### config.mk
export PLATFORM = sky130hd
export DESIGN_NAME = difftest_commit_tracker
export DESIGN_NICKNAME = d
export VERILOG_FILES = /design/src/rtl/difftest_commit_tracker_pkg.sv /design/src/rtl/difftest_commit_tracker_fifo.sv /design/src/rtl/difftest_commit_tracker.sv
export SDC_FILE = /design/constraint.sdc
export NUM_CORES = 1
export LEC_CHECK = 0
export CAP_MARGIN = 10
export CORE_MARGIN = 2
export CORE_UTILIZATION = 27
export DETAILED_ROUTE_END_ITERATION = 8
export GPL_ROUTABILITY_DRIVEN = 0
export SLEW_MARGIN = 20
export SYNTH_ARGS = -nofsm -noshare
export SYNTH_HDL_FRONTEND = slang
export SYNTH_SLANG_ARGS = --single-unit
### constraint.sdc
create_clock -name clock -period 11.3 [get_ports clock]
set_clock_uncertainty 0.1 [all_clocks]
set_input_delay 2.26 -clock clock [delete_from_list [all_inputs] [get_ports clock]]
set_output_delay 2.26 -clock clock [all_outputs]
set_load 0.02 [all_outputs]
### src/rtl/difftest_commit_tracker_pkg.sv
// Shared types and constants for the difftest commit tracker.
package difftest_commit_tracker_pkg;

  localparam int COMMIT_BUS = 32;

  localparam logic [7:0] TRAP_HALT = 8'd0;
  localparam logic [7:0] TRAP_WDOG = 8'd1;
  localparam logic [7:0] TRAP_OVF  = 8'd2;

  // One buffered commit, 102 bits wide.
  typedef struct packed {
    logic [31:0] pc;
    logic [31:0] instr;
    logic        wreg;
    logic [4:0]  waddr;
    logic [31:0] wdata;
  } commit_entry_t;

  typedef enum logic {
    ST_RUN  = 1'b0,
    ST_TRAP = 1'b1
  } tracker_state_e;

endpackage

### src/rtl/difftest_commit_tracker_fifo.sv
// Circular commit buffer with CW write ports and OW read ports.
// Pointers carry an extra wrap bit, so count = wr - rd covers the full case.
module difftest_commit_tracker_fifo
  import difftest_commit_tracker_pkg::*;
#(
  parameter int CW    = 2,
  parameter int OW    = 1,
  parameter int DEPTH = 8
) (
  input  logic                    clock,
  input  logic                    reset_n,
  input  logic [CW-1:0]           push_mask_i,
  input  commit_entry_t           push_data_i [CW],
  input  logic [$clog2(DEPTH):0]  pop_cnt_i,
  output logic [$clog2(DEPTH):0]  count_o,
  output commit_entry_t           head_data_o [OW]
);

  localparam int AW = $clog2(DEPTH);
  localparam int PW = AW + 1;

  logic [PW-1:0] wrPtr_q, wrPtr_d;
  logic [PW-1:0] rdPtr_q, rdPtr_d;
  logic [PW-1:0] pushCnt;
  logic [AW-1:0] wrIdx [CW];
  logic [AW-1:0] rdIdx [OW];
  commit_entry_t mem_q [DEPTH];

  // Number of lanes written this cycle and the slot each lane lands in.
  always_comb begin
    pushCnt = '0;
    for (int k = 0; k < CW; k++) begin
      pushCnt  = pushCnt + PW'(push_mask_i[k]);
      wrIdx[k] = wrPtr_q[AW-1:0] + AW'(k);
    end
    wrPtr_d = wrPtr_q + pushCnt;
    rdPtr_d = rdPtr_q + pop_cnt_i;
  end

  // Pointer registers; reset empties the buffer.
  always_ff @(posedge clock or negedge reset_n) begin
    if (!reset_n) begin
      wrPtr_q <= '0;
      rdPtr_q <= '0;
    end else begin
      wrPtr_q <= wrPtr_d;
      rdPtr_q <= rdPtr_d;
    end
  end

  // Storage needs no reset: slots are only read once the pointers cover them.
  always_ff @(posedge clock) begin
    for (int k = 0; k < CW; k++) begin
      if (push_mask_i[k]) mem_q[wrIdx[k]] <= push_data_i[k];
    end
  end

  // Expose the oldest OW entries for the drain logic.
  always_comb begin
    for (int j = 0; j < OW; j++) begin
      rdIdx[j]       = rdPtr_q[AW-1:0] + AW'(j);
      head_data_o[j] = mem_q[rdIdx[j]];
    end
  end

  assign count_o = wrPtr_q - rdPtr_q;

endmodule

### src/rtl/difftest_commit_tracker.sv
// Commit tracker: buffers core commits, drains them to difftest channels,
// keeps cycle/instruction counters and latches the end-of-simulation trap.
module difftest_commit_tracker
  import difftest_commit_tracker_pkg::*;
#(
  parameter int          CW         = 2,
  parameter int          OW         = 1,
  parameter int          DEPTH      = 8,
  parameter logic [31:0] TRAP_INSTR = 32'h8000_0000,
  parameter logic [15:0] WDOG_LIMIT = 16'd4096
) (
  input  logic                       clock,
  input  logic                       reset_n,
  input  logic [CW-1:0]              cmt_valid,
  input  logic [CW*COMMIT_BUS-1:0]   cmt_pc,
  input  logic [CW*COMMIT_BUS-1:0]   cmt_instr,
  input  logic [CW-1:0]              cmt_wreg,
  input  logic [CW*5-1:0]            cmt_waddr,
  input  logic [CW*COMMIT_BUS-1:0]   cmt_wdata,
  output logic                       cmt_ready,
  output logic [OW-1:0]              out_valid,
  output logic [OW*COMMIT_BUS-1:0]   out_pc,
  output logic [OW*COMMIT_BUS-1:0]   out_instr,
  output logic [OW-1:0]              out_wen,
  output logic [OW*8-1:0]            out_wdest,
  output logic [OW*COMMIT_BUS-1:0]   out_wdata,
  output logic [63:0]                cycle_cnt,
  output logic [63:0]                instr_cnt,
  output logic                       trap_valid,
  output logic [7:0]                 trap_code,
  output logic [31:0]                trap_pc
);

  localparam int AW = $clog2(DEPTH);
  localparam int PW = AW + 1;

  tracker_state_e state_q, state_d;

  commit_entry_t laneIn [CW];
  commit_entry_t headData [OW];
  logic [CW-1:0] pushMask;
  logic          dropped;
  logic [PW-1:0] fifoCount, freeCnt, availCnt, drainCnt, popCnt;
  logic          haltHit, wdogHit;
  logic [31:0]   haltPc;
  logic [15:0]   idle_q, idle_d, idleInc;
  logic [31:0]   lastPc_q, lastPc_d;
  logic [7:0]    trapCode_q, trapCode_d;
  logic [31:0]   trapPc_q, trapPc_d;
  logic [63:0]   cycleCnt_q, instrCnt_q;

  logic [OW-1:0]            outValid_q, outValid_d;
  logic [OW-1:0]            outWen_q, outWen_d;
  logic [OW*COMMIT_BUS-1:0] outPc_q, outPc_d;
  logic [OW*COMMIT_BUS-1:0] outInstr_q, outInstr_d;
  logic [OW*COMMIT_BUS-1:0] outWdata_q, outWdata_d;
  logic [OW*8-1:0]          outWdest_q, outWdest_d;

  // Split the flat lane buses into commit entries.
  always_comb begin
    for (int k = 0; k < CW; k++) begin
      laneIn[k].pc    = cmt_pc[k*COMMIT_BUS +: COMMIT_BUS];
      laneIn[k].instr = cmt_instr[k*COMMIT_BUS +: COMMIT_BUS];
      laneIn[k].wreg  = cmt_wreg[k];
      laneIn[k].waddr = cmt_waddr[k*5 +: 5];
      laneIn[k].wdata = cmt_wdata[k*COMMIT_BUS +: COMMIT_BUS];
    end
  end

  assign freeCnt = PW'(DEPTH) - fifoCount;

  // Admit valid lanes in order while space remains (pre-dequeue count); the rest are dropped.
  always_comb begin
    pushMask = '0;
    dropped  = 1'b0;
    for (int k = 0; k < CW; k++) begin
      if (cmt_valid[k]) begin
        if (PW'(k) < freeCnt) pushMask[k] = 1'b1;
        else                  dropped     = 1'b1;
      end
    end
  end

  difftest_commit_tracker_fifo #(
    .CW   (CW),
    .OW   (OW),
    .DEPTH(DEPTH)
  ) u_fifo (
    .clock      (clock),
    .reset_n    (reset_n),
    .push_mask_i(pushMask),
    .push_data_i(laneIn),
    .pop_cnt_i  (popCnt),
    .count_o    (fifoCount),
    .head_data_o(headData)
  );

  // Trap event detection: halt truncates the drain, watchdog fires on an idle cycle.
  always_comb begin
    availCnt = (fifoCount < PW'(OW)) ? fifoCount : PW'(OW);
    drainCnt = availCnt;
    haltHit  = 1'b0;
    haltPc   = '0;
    for (int j = 0; j < OW; j++) begin
      if (!haltHit && (PW'(j) < availCnt) && (headData[j].instr == TRAP_INSTR)) begin
        haltHit  = 1'b1;
        drainCnt = PW'(j + 1);
        haltPc   = headData[j].pc;
      end
    end
    idleInc = (idle_q == 16'hFFFF) ? idle_q : idle_q + 16'd1;
    wdogHit = (availCnt == '0) && (idleInc == WDOG_LIMIT);
  end

  // FSM next state and trap record, priority halt > overflow > watchdog.
  always_comb begin
    state_d    = state_q;
    trapCode_d = trapCode_q;
    trapPc_d   = trapPc_q;
    if (state_q == ST_RUN) begin
      if (haltHit) begin
        state_d    = ST_TRAP;
        trapCode_d = TRAP_HALT;
        trapPc_d   = haltPc;
      end else if (dropped) begin
        state_d    = ST_TRAP;
        trapCode_d = TRAP_OVF;
        trapPc_d   = lastPc_d;
      end else if (wdogHit) begin
        state_d    = ST_TRAP;
        trapCode_d = TRAP_WDOG;
        trapPc_d   = lastPc_d;
      end
    end
  end

  // FSM outputs: accept and drain only while running.
  always_comb begin
    cmt_ready = (state_q == ST_RUN) && (freeCnt >= PW'(CW));
    popCnt    = (state_q == ST_RUN) ? drainCnt : '0;
  end

  // Next values of the output channels, last drained PC and idle counter.
  always_comb begin
    outValid_d = '0;
    outWen_d   = '0;
    outPc_d    = '0;
    outInstr_d = '0;
    outWdata_d = '0;
    outWdest_d = '0;
    lastPc_d   = lastPc_q;
    idle_d     = idle_q;
    for (int j = 0; j < OW; j++) begin
      if (PW'(j) < popCnt) begin
        outValid_d[j]                          = 1'b1;
        outWen_d[j]                            = headData[j].wreg;
        outPc_d[j*COMMIT_BUS +: COMMIT_BUS]    = headData[j].pc;
        outInstr_d[j*COMMIT_BUS +: COMMIT_BUS] = headData[j].instr;
        outWdata_d[j*COMMIT_BUS +: COMMIT_BUS] = headData[j].wdata;
        outWdest_d[j*8 +: 8]                   = {3'b000, headData[j].waddr};
        lastPc_d                               = headData[j].pc;
      end
    end
    if (state_q == ST_RUN) idle_d = (popCnt != '0) ? 16'd0 : idleInc;
  end

  // FSM state register.
  always_ff @(posedge clock or negedge reset_n) begin
    if (!reset_n) state_q <= ST_RUN;
    else          state_q <= state_d;
  end

  // Output channels, counters and trap record.
  always_ff @(posedge clock or negedge reset_n) begin
    if (!reset_n) begin
      outValid_q <= '0;
      outWen_q   <= '0;
      outPc_q    <= '0;
      outInstr_q <= '0;
      outWdata_q <= '0;
      outWdest_q <= '0;
      lastPc_q   <= '0;
      idle_q     <= '0;
      trapCode_q <= '0;
      trapPc_q   <= '0;
      cycleCnt_q <= '0;
      instrCnt_q <= '0;
    end else begin
      outValid_q <= outValid_d;
      outWen_q   <= outWen_d;
      outPc_q    <= outPc_d;
      outInstr_q <= outInstr_d;
      outWdata_q <= outWdata_d;
      outWdest_q <= outWdest_d;
      lastPc_q   <= lastPc_d;
      idle_q     <= idle_d;
      trapCode_q <= trapCode_d;
      trapPc_q   <= trapPc_d;
      if (state_q == ST_RUN) cycleCnt_q <= cycleCnt_q + 64'd1;
      instrCnt_q <= instrCnt_q + 64'(popCnt);
    end
  end

  assign out_valid  = outValid_q;
  assign out_wen    = outWen_q;
  assign out_pc     = outPc_q;
  assign out_instr  = outInstr_q;
  assign out_wdata  = outWdata_q;
  assign out_wdest  = outWdest_q;
  assign cycle_cnt  = cycleCnt_q;
  assign instr_cnt  = instrCnt_q;
  assign trap_valid = (state_q == ST_TRAP);
  assign trap_code  = trapCode_q;
  assign trap_pc    = trapPc_q;

endmodule

# [After elaboration in Yosys (flattened, before gate mapping)]
# Memories as Yosys holds them, arrays and structs flattened.
# Cells that the tools add are included.
[op_classes] add_sub_neg=9 n_lt_le_gt_ge=6 eq_ne=3 muxes=36 bitwise_logic=1 n_reduce_logical=7
[ops] cell="2-to-1 mux 32 bit" n=8
[ops] cell="adder 64 x 1 -> 64 bit, second input constant" n=1
[ops] cell="adder 64 x 4 -> 64 bit" n=1
[ops] cell="equality test 32 bit, second input constant" n=1
[ops] cell="2-to-1 mux 16 bit" n=2
[ops] cell="2-to-1 mux 8 bit" n=3
[ops] cell="2-to-1 mux 1 bit" n=19
[ops] cell="adder 16 x 1 -> 16 bit, second input constant" n=1
[ops] cell="equality test 16 x 13 -> 1 bit, second input constant" n=1
[ops] cell="equality test 16 bit, second input constant" n=1
[ops] cell="less-than comparator 1 x 4 -> 1 bit, first input constant" n=4
[ops] cell="2-to-1 mux 4 bit" n=3
[ops] cell="adder 4 bit" n=2
[ops] cell="2-to-1 mux 5 bit" n=1
[ops] cell=">= comparator 4 x 2 -> 1 bit, second input constant" n=1
[ops] cell="logical NOT 4 bit" n=1
[ops] cell="less-than comparator 4 x 1 -> 1 bit, second input constant" n=1
[ops] cell="nonzero test 4 bit" n=1
[ops] cell="subtractor 4 bit" n=1
[ops] cell="subtractor 4 bit, first input constant" n=1
[ops] cell="adder 3 x 1 -> 3 bit, second input constant" n=1
[ops] cell="logical AND 1 bit" n=3
[ops] cell="nonzero test 3 bit" n=1
[ops] cell="adder 1 x 1 -> 2 bit" n=1
[ops] cell="other kinds (2)" n=2
[totals] reg_bits=331 ram_bits=816 input_bits=208 mem_count=1
[mem_list] memory="u_fifo.mem_q" words=8 word_bits=102 rd=1 rd_ports_with_merged_regs=0 write_ports=2 line_no="difftest_commit_tracker_fifo.sv:27" text="commit_entry_t mem_q [DEPTH];"

# [Longest topological paths before layout]
[depth] ltp_word=12 depth_mapped=21 ltp_nobuf=18

# [By module]
# A second synthesis with hierarchy kept.
[hier_totals] hier_cells=3464 area_unflattened_um2=54133.2
[modules_own_cells] module="difftest_commit_tracker_fifo" n_inst=1 cells_each=2371 area_each_um2=40880.5 seq_area_each_um2=24703.7
[modules_own_cells] module="difftest_commit_tracker" n_inst=1 cells_each=1093 area_each_um2=13252.7 seq_area_each_um2=7857.5

# [Worst setup path before layout]
# Ideal clock, no wire load.
[synth_timing] path_kind="flip-flop to flip-flop" startpoint="register u_fifo.rdPtr_q[2]" endpoint="memory u_fifo.mem_q[2][0] in the netlist's numbering (enable)" setup_ns=0.713 arrival_time_ns=10.474 t_required_ns=10.487 setup_slack_ns=0.013 path_stages_with_launch=13 path_buffers=4 period_less_slack_ns=11.287 cell_sequence="dfrtp_1 -> buf_2 -> buf_2 -> inv_2 -> buf_1 -> clkbuf_1 -> ha_1 -> o21ai_0 -> nand2_1 -> xnor3_1 -> a21boi_0 -> nand2_1 -> o31ai_1"
[synth_lines] element="start: declaration" line_no="difftest_commit_tracker_fifo.sv:23" text="logic [PW-1:0] rdPtr_q, rdPtr_d;"
[synth_lines] element="start signal: assignment" line_no="difftest_commit_tracker_fifo.sv:47" text="rdPtr_q <= rdPtr_d;"
[synth_lines] element="end: declaration" line_no="difftest_commit_tracker_fifo.sv:27"

# [Final worst setup path]
[layout_timing] startpoint="register u_fifo.rdPtr_q[2]" endpoint="output cmt_ready"
[layout_via] elab_chain_len=4
[layout_lines] element="subtractor 4 bit" line_no="difftest_commit_tracker_fifo.sv:66" text="assign count_o = wrPtr_q - rdPtr_q;"
[layout_lines] element="subtractor 4 bit" line_no="difftest_commit_tracker.sv:70" text="assign freeCnt = PW'(DEPTH) - fifoCount;"
[layout_lines] element=">= comparator 4 x 2 -> 1 bit" line_no="difftest_commit_tracker.sv:139" text="cmt_ready = (state_q == ST_RUN) && (freeCnt >= PW'(CW));"
[layout_lines] element="logical AND 1 bit" line_no="difftest_commit_tracker.sv:139"
[layout_lines] element="end: declaration" line_no="difftest_commit_tracker.sv:20" text="output logic cmt_ready,"
# No other way between the ends.

==> flow_metrics.py <==
metrics = {
    "clock_network": {
        "post_cts_buffers": 0,
        "clockBufferDepth": 3,
        "clk_pin_slew_ps": 60,
        "cts_sinks": 1138,
        "cts_made_buffers": 139,
        "cts-root-buf": "clkbuf_16",
        "cts_resized": 0,
        "cts_tree": "done",
        "clkLatencyLatePin_ps": 800,
        "cts-htree-levels": 4,
        "cts_hold_buf": 0,
    },
    "global_route": {
        "antenna_found_initial": 47,
        "gr-usage-all-layers_pct": 16.1,
        "grt_pass1_wl_mm": 239,
        "grt_max_degree": 123,
        "grt-ovfl-total": 0,
        "grt_pass1_vias": 33100,
    },
    "sta": {
        "hold_viol": 0,
        "setup_tns_ps": 0,
        "rsz0062_at_grt": "false",
        "setup_viol": 0,
        "min_period_ps": 7070,
        "slew_violations": 0,
        "timing.final.ws_setup_ps": 4230,
        "fmax_mhz": 141,
        "finalCritPeriodShare_pct": 62.5,
        "worst_pin_slew_ps": 1380,
        "whs_ps": 369,
        "slew_headroom_pct": 8.22,
    },
    "cells_and_area": {
        "nets": 4096,
        "final_util_pct": 33.4,
        "drive_gt1_share_pct": 33.8,
        "final_common_cell": "mux2_2",
        "mostFrequentLayoutCells": "mux2_2, edfxtp_1, clkdlybuf4s50_1",
        "num-fill-cells": 19100,
        "area_growth_pct": 22.9,
    },
    "yosys": {
        "synth-edff-count": 816,
        "yosysTopAreaCell": "edfxtp_1",
        "ys_seq_area_share_pct": 60.5,
        "synth_ff_type": "edfxtp_1",
        "yosys_warnings": 0,
        "synth.ff_latch_count": 1138,
        "synth_area_leaders": "edfxtp_1, mux2_2, dfrtp_1",
        "synth_cell_types": 68,
        "synth-async-reset-ratio_pct": 28.3,
        "synth_top_area_share_pct": 45.5,
        "netlist_instances": 3382,
        "syn_area_um2": 53800,
        "syn_avg_cell_area_um2": 15.9,
    },
    "worst_setup_path": {
        "r2r_cells": 17,
        "required_ps": 8940,
        "worstReg2RegStart": "u_fifo.rdPtr_q[2]",
        "cp-start-kind": "flip-flop",
        "crit_fanout": 51,
        "crit_path_start": "u_fifo.rdPtr_q[2]",
        "arrival_ps": 4710,
        "cp-end-kind": "output port",
        "cp-endpoint": "cmt_ready",
        "r2r_slack_ps": 4280,
        "rr_endpoint": "instr_cnt[53]",
        "criticalPathCategory": "reg2out",
    },
    "job": {
        "max_cap_viol_count": 0,
    },
    "floorplanning": {
        "die_h_um": 451,
        "dieArea_um2": 203000,
        "coreArea_um2": 198000,
        "io_pins": 484,
        "rows": 163,
        "start_util_pct": 27.2,
        "die_w_um": 451,
    },
    "drt": {
        "drtAntennaViolNets": 0,
        "wl_mm": 166,
        "firstDrtPassIters": 5,
        "post_drt_via_cell_ratio": 4.79,
        "first_iter_violations": 2487,
        "wl_per_cell_um": 25.0,
        "vias": 31700,
        "drc": 0,
    },
    "placed_design": {
        "io_buffer_count": 474,
        "post-place-ws_ps": 4220,
        "hpwl_mm": 99.3,
    },
    "status": {
        "run_status": "complete, no violations",
    },
    "pwr": {
        "power.leakage_uw": 0.0234,
        "ir_worst_vdd_mv": 0.162,
        "p_per_area_nw_per_um2": 223,
    },
    "worst_hold_path": {
        "hp-class": "reg2reg",
    },
}
## worst max-delay path: stages (launching register included)
cell	delay (ps)
dfrtp_4	930
inv_6	360
ha_1	440
o21ai_0	150
nand2_1	110
xnor3_1	440
a22oi_2	260
nor2_1	90
nor2_1	360
clkdlybuf4s50_1	690
## through the flow
stage	total power (uW)	instance area [um^2]	cells
4_1_cts	15000	66100	6620
5_1_grt	15400	66200	6634
3_5_place_dp	10400	61600	6365
6_report	14800	66200	6635
2_1_floorplan	9030	53900	3393
3_3_place_gp	10400	61600	6365
## cell families (layout without fill, tap and decap cells)
group	Yosys count	in the layout	synth area share (%)
mux	1145	1145	27.9
flops	1138	1138	60.5
simple gates	505	505	4.46
buf+inv	263	850	2.24
compound gates	173	173	2.09
xor+xnor	135	135	2.22
fa+ha+maj	22	22	0.567
other cells	1	27	0.00697
## final cells by class
type | instances | area, um^2 | share of cell area (%)
flip-flops and latches | 1138 | 32600 | 49.2
multi-input cells | 1992 | 20300 | 30.6
repair buffers | 533 | 5220 | 7.89
clock buffers | 202 | 3910 | 5.91
well taps | 2640 | 3300 | 4.99
clock inverters | 53 | 626 | 0.946
inverters | 62 | 238 | 0.359
diodes | 15 | 37.5 | 0.0567
## how the worst min path moves through the flow
stage	from	endpoint	slack, ps	cells after the start
after CTS	cycle_cnt[63]	cycle_cnt[63]	370	1
after global placement	lastPc_q[23]	lastPc_q[23]	360	1
after floorplan	lastPc_q[0]	lastPc_q[0]	350	1
after detailed placement	cycle_cnt[63]	cycle_cnt[63]	360	1
final	cycle_cnt[63]	cycle_cnt[63]	370	1
after global routing	lastPc_q[31]	lastPc_q[31]	380	1
## report_power, final
part | switching (uW) | internal (uW) | total [uW] | leakage (uW)
sequential | 317 | 5970 | 6290 | 0.0119
clock | 1870 | 2610 | 4480 | 0.00219
combinational | 2490 | 1510 | 4000 | 0.00930
## synthesized netlist by cell type, types with 6 or more instances
cell type / count
nor3_1: 25
a31oi_1: 6
buf_2: 71
nand2_1: 180
xor2_1: 34
nor2_1: 114
nand2b_1: 10
buf_1: 34
o21ai_0: 21
mux2i_1: 90
and3_1: 26
nand3_1: 51
mux2_2: 855
a21oi_1: 70
dfrtp_1: 322
ha_1: 18
nand4_1: 39
edfxtp_1: 816
buf_4: 16
a21o_1: 38
nor4_1: 12
or3_1: 6
nor2b_1: 6
mux4_2: 200
clkbuf_1: 74
inv_1: 60
and2_1: 9
xnor2_1: 100
## flip-flops by register name, summed over array words and instances (netlist names)
signal / cells
out_instr: 32
trap_code: 2
out_valid: 1
u_fifo.rdPtr_q: 4
instr_cnt: 64
trap_pc: 32
idle_q: 16
u_fifo.mem_q: 816
lastPc_q: 32
out_pc: 32
out_wdest: 5
u_fifo.wrPtr_q: 4
cycle_cnt: 64
trap_valid: 1
out_wdata: 32
out_wen: 1
## routing by layer
metal / GRT usage (%) / vias up / share of wire (%) / wire (um)
met3: 3.66 / 279 / 5.3 / 8800
met5: 0 / - / 0.16 / 271
met4: 5.90 / 44 / 3.1 / 5160
met2: 27.7 / 866 / 51 / 84100
li1: - / 14000 / - / -
met1: 19.7 / 16600 / 41 / 67700
(Power assumes the default switching activity.)
